[src/rtl/res_block_sched.sv]
// Residual-block scheduler: sequences conv1 -> ReLU -> mid, then conv2 -> skip-add -> ReLU -> out
// on one shared conv datapath. Define RES_SCHED_PERF_EN to enable the last_cycles frame counter.
module res_block_sched #(
    parameter int TIMEOUT_CYCLES = 64,
    parameter int CNT_W          = $clog2(TIMEOUT_CYCLES),
    parameter int FRAME_CNT_W    = 16
) (
    input  logic                   clk,
    input  logic                   rst,
    input  logic                   start,
    input  logic                   abort,
    input  logic                   conv_valid,
    output logic                   busy,
    output logic                   done,
    output logic                   err,
    output logic                   conv_launch,
    output logic                   src_sel,
    output logic                   wt_sel,
    output logic                   mid_we,
    output logic                   out_we,
    output logic                   add_en,
    output logic [FRAME_CNT_W-1:0] frame_count,
    output logic [15:0]            last_cycles
);

    typedef enum logic [3:0] {
        S_IDLE,
        S_LAUNCH1,
        S_WAIT1,
        S_CAP1,
        S_LAUNCH2,
        S_WAIT2,
        S_CAP2,
        S_DONE,
        S_ERR
    } state_t;

    state_t           state;
    state_t           state_nx;
    logic [CNT_W-1:0] wd;
    logic             wd_expired;
    logic             in_wait;
    logic             entering_wait;
    logic             pass2_q;

    assign in_wait       = (state == S_WAIT1) || (state == S_WAIT2);
    assign wd_expired    = (wd == CNT_W'(TIMEOUT_CYCLES - 1));
    assign entering_wait = ((state_nx == S_WAIT1) || (state_nx == S_WAIT2)) && (state_nx != state);

    // abort outranks everything outside IDLE; in WAIT, valid outranks timeout
    always_comb begin
        state_nx = state;
        if ((state != S_IDLE) && abort) begin
            state_nx = S_IDLE;
        end else begin
            unique case (state)
                S_IDLE:    if (start) state_nx = S_LAUNCH1;
                S_LAUNCH1: state_nx = S_WAIT1;
                S_WAIT1: begin
                    if (conv_valid)      state_nx = S_CAP1;
                    else if (wd_expired) state_nx = S_ERR;
                end
                S_CAP1:    state_nx = S_LAUNCH2;
                S_LAUNCH2: state_nx = S_WAIT2;
                S_WAIT2: begin
                    if (conv_valid)      state_nx = S_CAP2;
                    else if (wd_expired) state_nx = S_ERR;
                end
                S_CAP2:    state_nx = S_DONE;
                S_DONE:    state_nx = S_IDLE;
                S_ERR:     state_nx = S_IDLE;
                default:   state_nx = S_IDLE;
            endcase
        end
    end

    always_ff @(posedge clk or negedge rst) begin
        if (!rst) begin
            state       <= S_IDLE;
            wd          <= '0;
            err         <= 1'b0;
            frame_count <= '0;
            pass2_q     <= 1'b0;
        end else begin
            state <= state_nx;

            if (entering_wait)
                wd <= '0;
            else if (in_wait && !conv_valid)
                wd <= wd + 1'b1;

            if ((state == S_IDLE) && start)
                err <= 1'b0;
            else if ((state == S_ERR) && !abort)
                err <= 1'b1;

            if ((state == S_DONE) && !abort)
                frame_count <= frame_count + 1'b1;

            // operand selects are latched as the pass-2 states are entered, so they hold steady
            pass2_q <= (state_nx == S_LAUNCH2) || (state_nx == S_WAIT2) || (state_nx == S_CAP2);
        end
    end

    assign busy        = (state != S_IDLE);
    assign done        = (state == S_DONE);
    assign conv_launch = (state == S_LAUNCH1) || (state == S_LAUNCH2);
    assign mid_we      = (state == S_CAP1);
    assign out_we      = (state == S_CAP2);
    assign add_en      = (state == S_CAP2);
    assign src_sel     = pass2_q;
    assign wt_sel      = pass2_q;

`ifdef RES_SCHED_PERF_EN
    logic [15:0] perf_cnt;

    always_ff @(posedge clk or negedge rst) begin
        if (!rst) begin
            perf_cnt    <= '0;
            last_cycles <= '0;
        end else begin
            if ((state == S_IDLE) && (state_nx == S_LAUNCH1))
                perf_cnt <= '0;
            else if ((state != S_IDLE) && (perf_cnt != '1))
                perf_cnt <= perf_cnt + 1'b1;

            if ((state == S_DONE) && !abort)
                last_cycles <= perf_cnt;
        end
    end
`else
    assign last_cycles = '0;
`endif

endmodule

[config.mk]
export PLATFORM = sky130hd
export DESIGN_NAME = res_block_sched
export DESIGN_NICKNAME = d
export VERILOG_FILES = /design/src/rtl/res_block_sched.sv
export SDC_FILE = /design/constraint.sdc
export NUM_CORES = 1
export LEC_CHECK = 0
export ABC_AREA = 1
export BUFFER_PORTS_ARGS = -buffer_cell sky130_fd_sc_hd__clkbuf_2
export CAP_MARGIN = 20
export CORE_UTILIZATION = 48
export CTS_BUF_LIST = sky130_fd_sc_hd__clkbuf_2
export CTS_CLUSTER_SIZE = 30
export DETAILED_ROUTE_END_ITERATION = 8
export GPL_TIMING_DRIVEN = 1
export PLACE_DENSITY = 0.77
export SYNTH_ARGS = -nofsm -noshare
export SYNTH_HDL_FRONTEND = slang
export SYNTH_SLANG_ARGS = --single-unit
[constraint.sdc]
create_clock -name clk -period 1.57 [get_ports clk]
set_input_delay 0.0785 -clock clk [delete_from_list [all_inputs] [get_ports clk]]
set_output_delay 0.0785 -clock clk [all_outputs]
set_load 0.01 [all_outputs]
# Yosys cells after proc, flatten, opt, wreduce, memory -nomap -nowiden
# Index checks and enable logic that the tools add are counted.
# Widths: inputs -> output; s select.
[totals]
ff_bits = 28
input_bits = 5
output_inout_bits = 41
elab_cells = 48
[classes]
reduce_logical = 17
n_eq_ne = 14
mux = 10
add_sub_neg = 2
[op_table]
columns = ["operator", "n"]
rows = [
  ["$eq 4x3->1 const B", 7],
  ["$pmux 4 s7", 1],
  ["$mux 4", 5],
  ["$add 16x1->16 const B", 1],
  ["$eq 4x2->1 const B", 3],
  ["$mux 6", 2],
  ["$add 6x1->6 const B", 1],
  ["$eq 6x6->1 const B", 1],
  ["$logic_and 1x1->1", 6],
  ["$logic_or 1x1->1", 5],
  ["$eq 4x1->1 const B", 1],
  ["$eq 4x4->1 const B", 1],
  ["$logic_not 4->1", 1],
  ["$ne 4x4->1", 1],
  ["$reduce_bool 2->1", 2],
  ["$reduce_bool 4->1", 1],
  ["$logic_not 1->1", 2],
  ["$mux 1", 2],
]

# Longest topological paths before layout
[logic_depth]
depth_word = 9
ltp_mapped = 12
ltp_nobuf = 12

# Least setup slack after synthesis
# No wires, ideal clock.
[synth_path]
path_type = "register -> register"
from = "register state[3]"
to = "register wd[0]"
period_less_slack_ns = 1.610
arrival_ns = 1.533
required_ns = 1.493
path_buffers = 0
path_slack_ns = -0.040
stages_incl_launch_ff = 12
setup_ns = 0.077
path_cell_list = "dfrtp_1 -> inv_2 -> nand2_1 -> nor2_1 -> nor2_1 -> nand3_1 -> nand2_1 -> inv_2 -> nor2_1 -> nor2_1 -> nand2_1 -> a21oi_1"
[synth_via]
elab_cells_between_ends = 24
cone_classes = "eq/ne: 9; mux: 7; reduce/logical: 8"
[synth_lines]
columns = ["item", "line_no", "source"]
rows = [
  ["start, declared", "38", "state_t state;"],
  ["start signal, assigned", "85", "state <= state_nx;"],
  ["$eq 4x3->1 *", "-", ""],
  ["net add_en", "21", "output logic add_en,"],
  ["$pmux 4 s7 *", "56", "unique case (state)"],
  ["$mux 4 *", "53", "if ((state != S_IDLE) && abort) begin"],
  ["net state_nx[1]", "39", "state_t state_nx;"],
  ["$eq 4x2->1 or $eq 4x3->1 (tied branches)", "48", "assign entering_wait = ((state_nx == S_WAIT1) || (state_nx == S_WAIT2)) && (state_nx != state);"],
  ["$logic_or 1x1->1", "48", ""],
  ["$logic_and 1x1->1 *", "48", ""],
  ["$mux 6 or $reduce_bool 2->1 (tied branches)", "-", ""],
  ["end signal, assigned", "90", "wd <= wd + 1'b1;"],
  ["end, declared", "40", "logic [CNT_W-1:0] wd;"],
]
# Mark *: on every way through the listed nets, which the timed path passes. The rest lies on a longest branch.
# A chain may end at the register's enable or synchronous reset.

# Worst setup path in the final report
[layout_path]
from = "register wd[0]"
to = "register wd[5]"
[layout_via]
elab_chain_len = 9
elab_cells_between_ends = 15
cone_classes = "add/sub: 1; eq/ne: 4; mux: 7; reduce/logical: 3"
[layout_rtl]
columns = ["item", "line_no", "source"]
rows = [
  ["$eq 6x6->1", "47", "assign wd_expired = (wd == CNT_W'(TIMEOUT_CYCLES - 1));"],
  ["$mux 4", "61, 67", ""],
  ["$mux 4 (on tied branches)", "66, 60", ""],
  ["$pmux 4 s7", "56", ""],
  ["$mux 4", "53", ""],
  ["$eq 4x2->1 or $eq 4x3->1 (tied branches)", "48", ""],
  ["$logic_or 1x1->1", "48", ""],
  ["$logic_and 1x1->1", "48", ""],
  ["$mux 6 or $reduce_bool 2->1 (tied branches)", "-", ""],
]
# Parallel ways exist; a longest one is shown, timed or not. The select of a mux whose other input is x is not followed.

==> impl_metrics.csv <==
group,metric,value,unit
drt,routedWlPerCell,12.0,µm
drt,antenna_left,0,
setup_path,rr_worst_depth,12,
clock_network,clk_latency,0.34,ns
yosys,synthXorXnorAreaFrac,10.7,%
yosys,synth_area_per_cell,8.11,µm²
setup_path,reg2reg_slack,-0.24,ns
global_routing,busiest_layer,"met2",
final_layout,drive_above_1_share,44.0,%
setup_path,r2r_end,"wd[5]",
drt,drc,0,
sta,rsz0062_at_grt,"true",
setup_path,critPathLaunch,"wd[0]",
placed_design,dp_hpwl,2450,µm
clock_network,htreeDepth,1,
global_routing,overflow,0,
yosys,synth_compound_area_share,3.59,%
sta,fin_ws,-0.241,ns
setup_path,crit_path_end_kind,"register",
final_layout,diodes,0,
yosys,synthSimpleGateAreaFrac,27.9,%
sta,fin_crit,1.81,ns
floorplan,io_pins,46,
yosys,synth_fa_ha_area_share,1.53,%
status,status,"complete, but fails checks",
floorplan,fp-row-count,20,
setup_path,crit_buf_inv,0,
status,violations,"negative setup slack",
setup_path,cp_max_fo,6,
setup_path,start_kind,"register",
final_layout,layout.nets,281,
drt,totalWireLength,3800,µm
global_routing,met2_usage,39.1,%
placed_design,place_area,1980,µm²
setup_path,r2r_start,"wd[0]",
floorplan,die-area,3650,µm²
clock_network,cts_tree,"built",
worst_hold_path,hold_class,"in -> reg",
setup_path,crit_cells,12,
power_and_ir_drop,leakage,1.32,nW
setup_path,worstPathRequired,1.87,ns
setup_path,crit_end,"wd[5]",
yosys,synth_top_area_cell,"dfrtp_1",
final_layout,fillerInstances,263,
final_layout,most-common-layout-cells,"nand2_1 (37), buf_4 (33), clkbuf_2 (30), dfrtp_1 (24), nor2_1 (18)",
drt,drt_iter0_markers,49,
floorplan,die_h,60.4,µm
floorplan,core,3150,µm²
sta,post-route-period-util,115,%
yosys,postSynthCellCount,202,
global_routing,grt_pass1_vias,1422,
sta,fmax,0.552,GHz
yosys,synth_area_leaders,"dfrtp_1 (43%), nand2_1 (11%), buf_4 (8.2%), xor2_1 (8.0%), nor2_1 (5.7%)",
global_routing,grt_util_met3,1.71,%
global_routing,grt_antenna_before_repair,0,
global_routing,grt_pass1_wl,5970,µm
yosys,synth_top_family_by_area,"simple AND/OR/NAND/NOR gates",
floorplan,start_util,52.0,%
setup_path,crit_type,"reg -> reg",
yosys,ys_types,22,
clock_network,numCtsBuffers,3,
sta,fin_worst_skew,0.00587,ns
run,cap_viol_max_count,0,
yosys,yosys_warnings,0,
power_and_ir_drop,p_per_area,1350,nW/µm²
global_routing,grtUsageMet1,26.7,%
final_layout,syn_to_final_growth,38.3,%
sta,max_slew_margin,54.5,%
placed_design,gp_congestion,0.916,
clock_network,cts_sinks,28,
yosys,synthesis.area,1640,µm²
setup_path,crit_family,"simple AND/OR/NAND/NOR gates",
yosys,synth_top_area_share,42.7,%
setup_path,cp_common_cell,"nand2_1",
drt,first_pass_iters,4,
yosys,ys_seq_area_share,42.7,%
yosys,synth.area.mux_share,0,%
clock_network,cts.path.max_buffers,2,
global_routing,grt_max_degree,29,
setup_path,cp_slowest_stage_delay,0.44,ns
sta,hold_violations,0,
placed_design,port_buffers,29,
drt,routed-via-count,1492,
power_and_ir_drop,vdd_drop_max,0.000644,V
floorplan,fp.dieW,60.4,µm
sta,drv_slew,0,
setup_path,cp_slowest_cell,"dfrtp_1",
clock_network,cts-root-buf,"clkbuf_2",
sta,setup_viol_count_final,12,
global_routing,track_usage,21.6,%
clock_network,path_clk_slew,0.24,ns
drt,avgViaCountPerCell,4.71,
yosys,ys_ff_latch,28,
setup_path,cp_cell_sequence,"ha_2 -> nand2_1 -> nor2_1 -> nand2_1 -> nand4_1 -> nand2_1 -> nand2_2 -> nand2_1 -> nand2_1 -> nor2_2 -> nand2_4 -> a21oi_2",
sta,worst_pin_slew,0.683,ns
setup_path,cp_data_arrival_time,2.11,ns
final_layout,design_area,2270,µm²
final_layout,final_common_cell,"nand2_1",
power_and_ir_drop,finalPower,3.07,mW
-- registers in the layout, indices dropped and copies added, names as in the netlist --
name / cells
wd: 6
err: 1
state: 4
src_sel: 1
frame_count: 16
-- metal layers --
layer,routed length [µm],part of all wire (%),vias up
met2,2000,53,33
met3,109,2.9,6
li1,-,-,742
met1,1620,43,711
met5,0,0,-
met4,66,1.7,0
-- synth_stat cells (all sizes together) --
library cell	count
nor2	27
nor3	4
o21ai	1
conb	1
nand2	51
a31oi	2
buf	18
inv	22
ha	2
xor2	15
o22ai	1
a21oi	7
dfrtp	28
nand3	10
nand4	8
xnor2	5
-- where the power goes --
| group | switching, mW | internal, mW |
|---|---|---|
| clock network | 0.194 | 0.0553 |
| registers | 0.123 | 0.828 |
| logic | 1.08 | 0.795 |
| total | 1.39 | 1.68 |
-- kinds of logic after synthesis --
family | after synthesis
other | 1
xor gates and xnor gates | 20
DFF | 28
and+or+nand+nor | 100
AOI/OAI and AO/OA | 11
buffers and inverters | 40
adders and majority gates | 2
-- layout make-up --
type,count,area [µm²],share of cell area (%)
multi-input combinational,149,916,40.4
sequential,28,706,31.1
timing repair buffer,70,487,21.5
inverter,22,85.1,3.75
tap,44,55.1,2.43
clock buffer,3,15.0,0.662
clock inverter,1,3.75,0.166
-- metrics by stage --
| stage | utilization (%) | cells | setup slack, ns | hold slack, ns | setup TNS (ns) |
|---|---|---|---|---|---|
| after floorplan | - | 217 | -0.0266 | -0.217 | -0.159 |
| after global placement | 62.7 | 300 | -0.211 | 0.144 | -1.24 |
| after detailed placement | 62.7 | 300 | -0.221 | 0.142 | -1.56 |
| after CTS | 67.3 | 311 | -0.119 | 0.151 | -0.997 |
| after global routing | 71.9 | 317 | -0.407 | 0.184 | -3.74 |
| final | 71.9 | 317 | -0.241 | 0.168 | -1.88 |
-- worst min-delay path by stage --
stage                     startpoint  cells after the start               to  slack (ns)
after floorplan                  rst                      0              err       -0.22
after global placement           rst                      1  frame_count[13]        0.14
after detailed placement         rst                      1  frame_count[13]        0.14
after CTS                      abort                      4              err        0.15
after global routing           abort                      4              err        0.18
final                          abort                      4              err        0.17
-- tightest hold or removal path: cells and delay by family --
kind            cells  cell delay (ns)
simple gates        1             0.07
compound gates      2             0.20
buf+inv             1             0.15
-- what timing repair did --
item / CTS / global route
buffers inserted: 5 / 6
hold buffers: 2 / 0
pin swaps: 6 / 12
endpoints found under the hold margin: 29 / 0
setup endpoints to repair: 15 / 23
gates resized for setup: 24 / 29
Note: power is estimated with default switching activity, not from simulation.
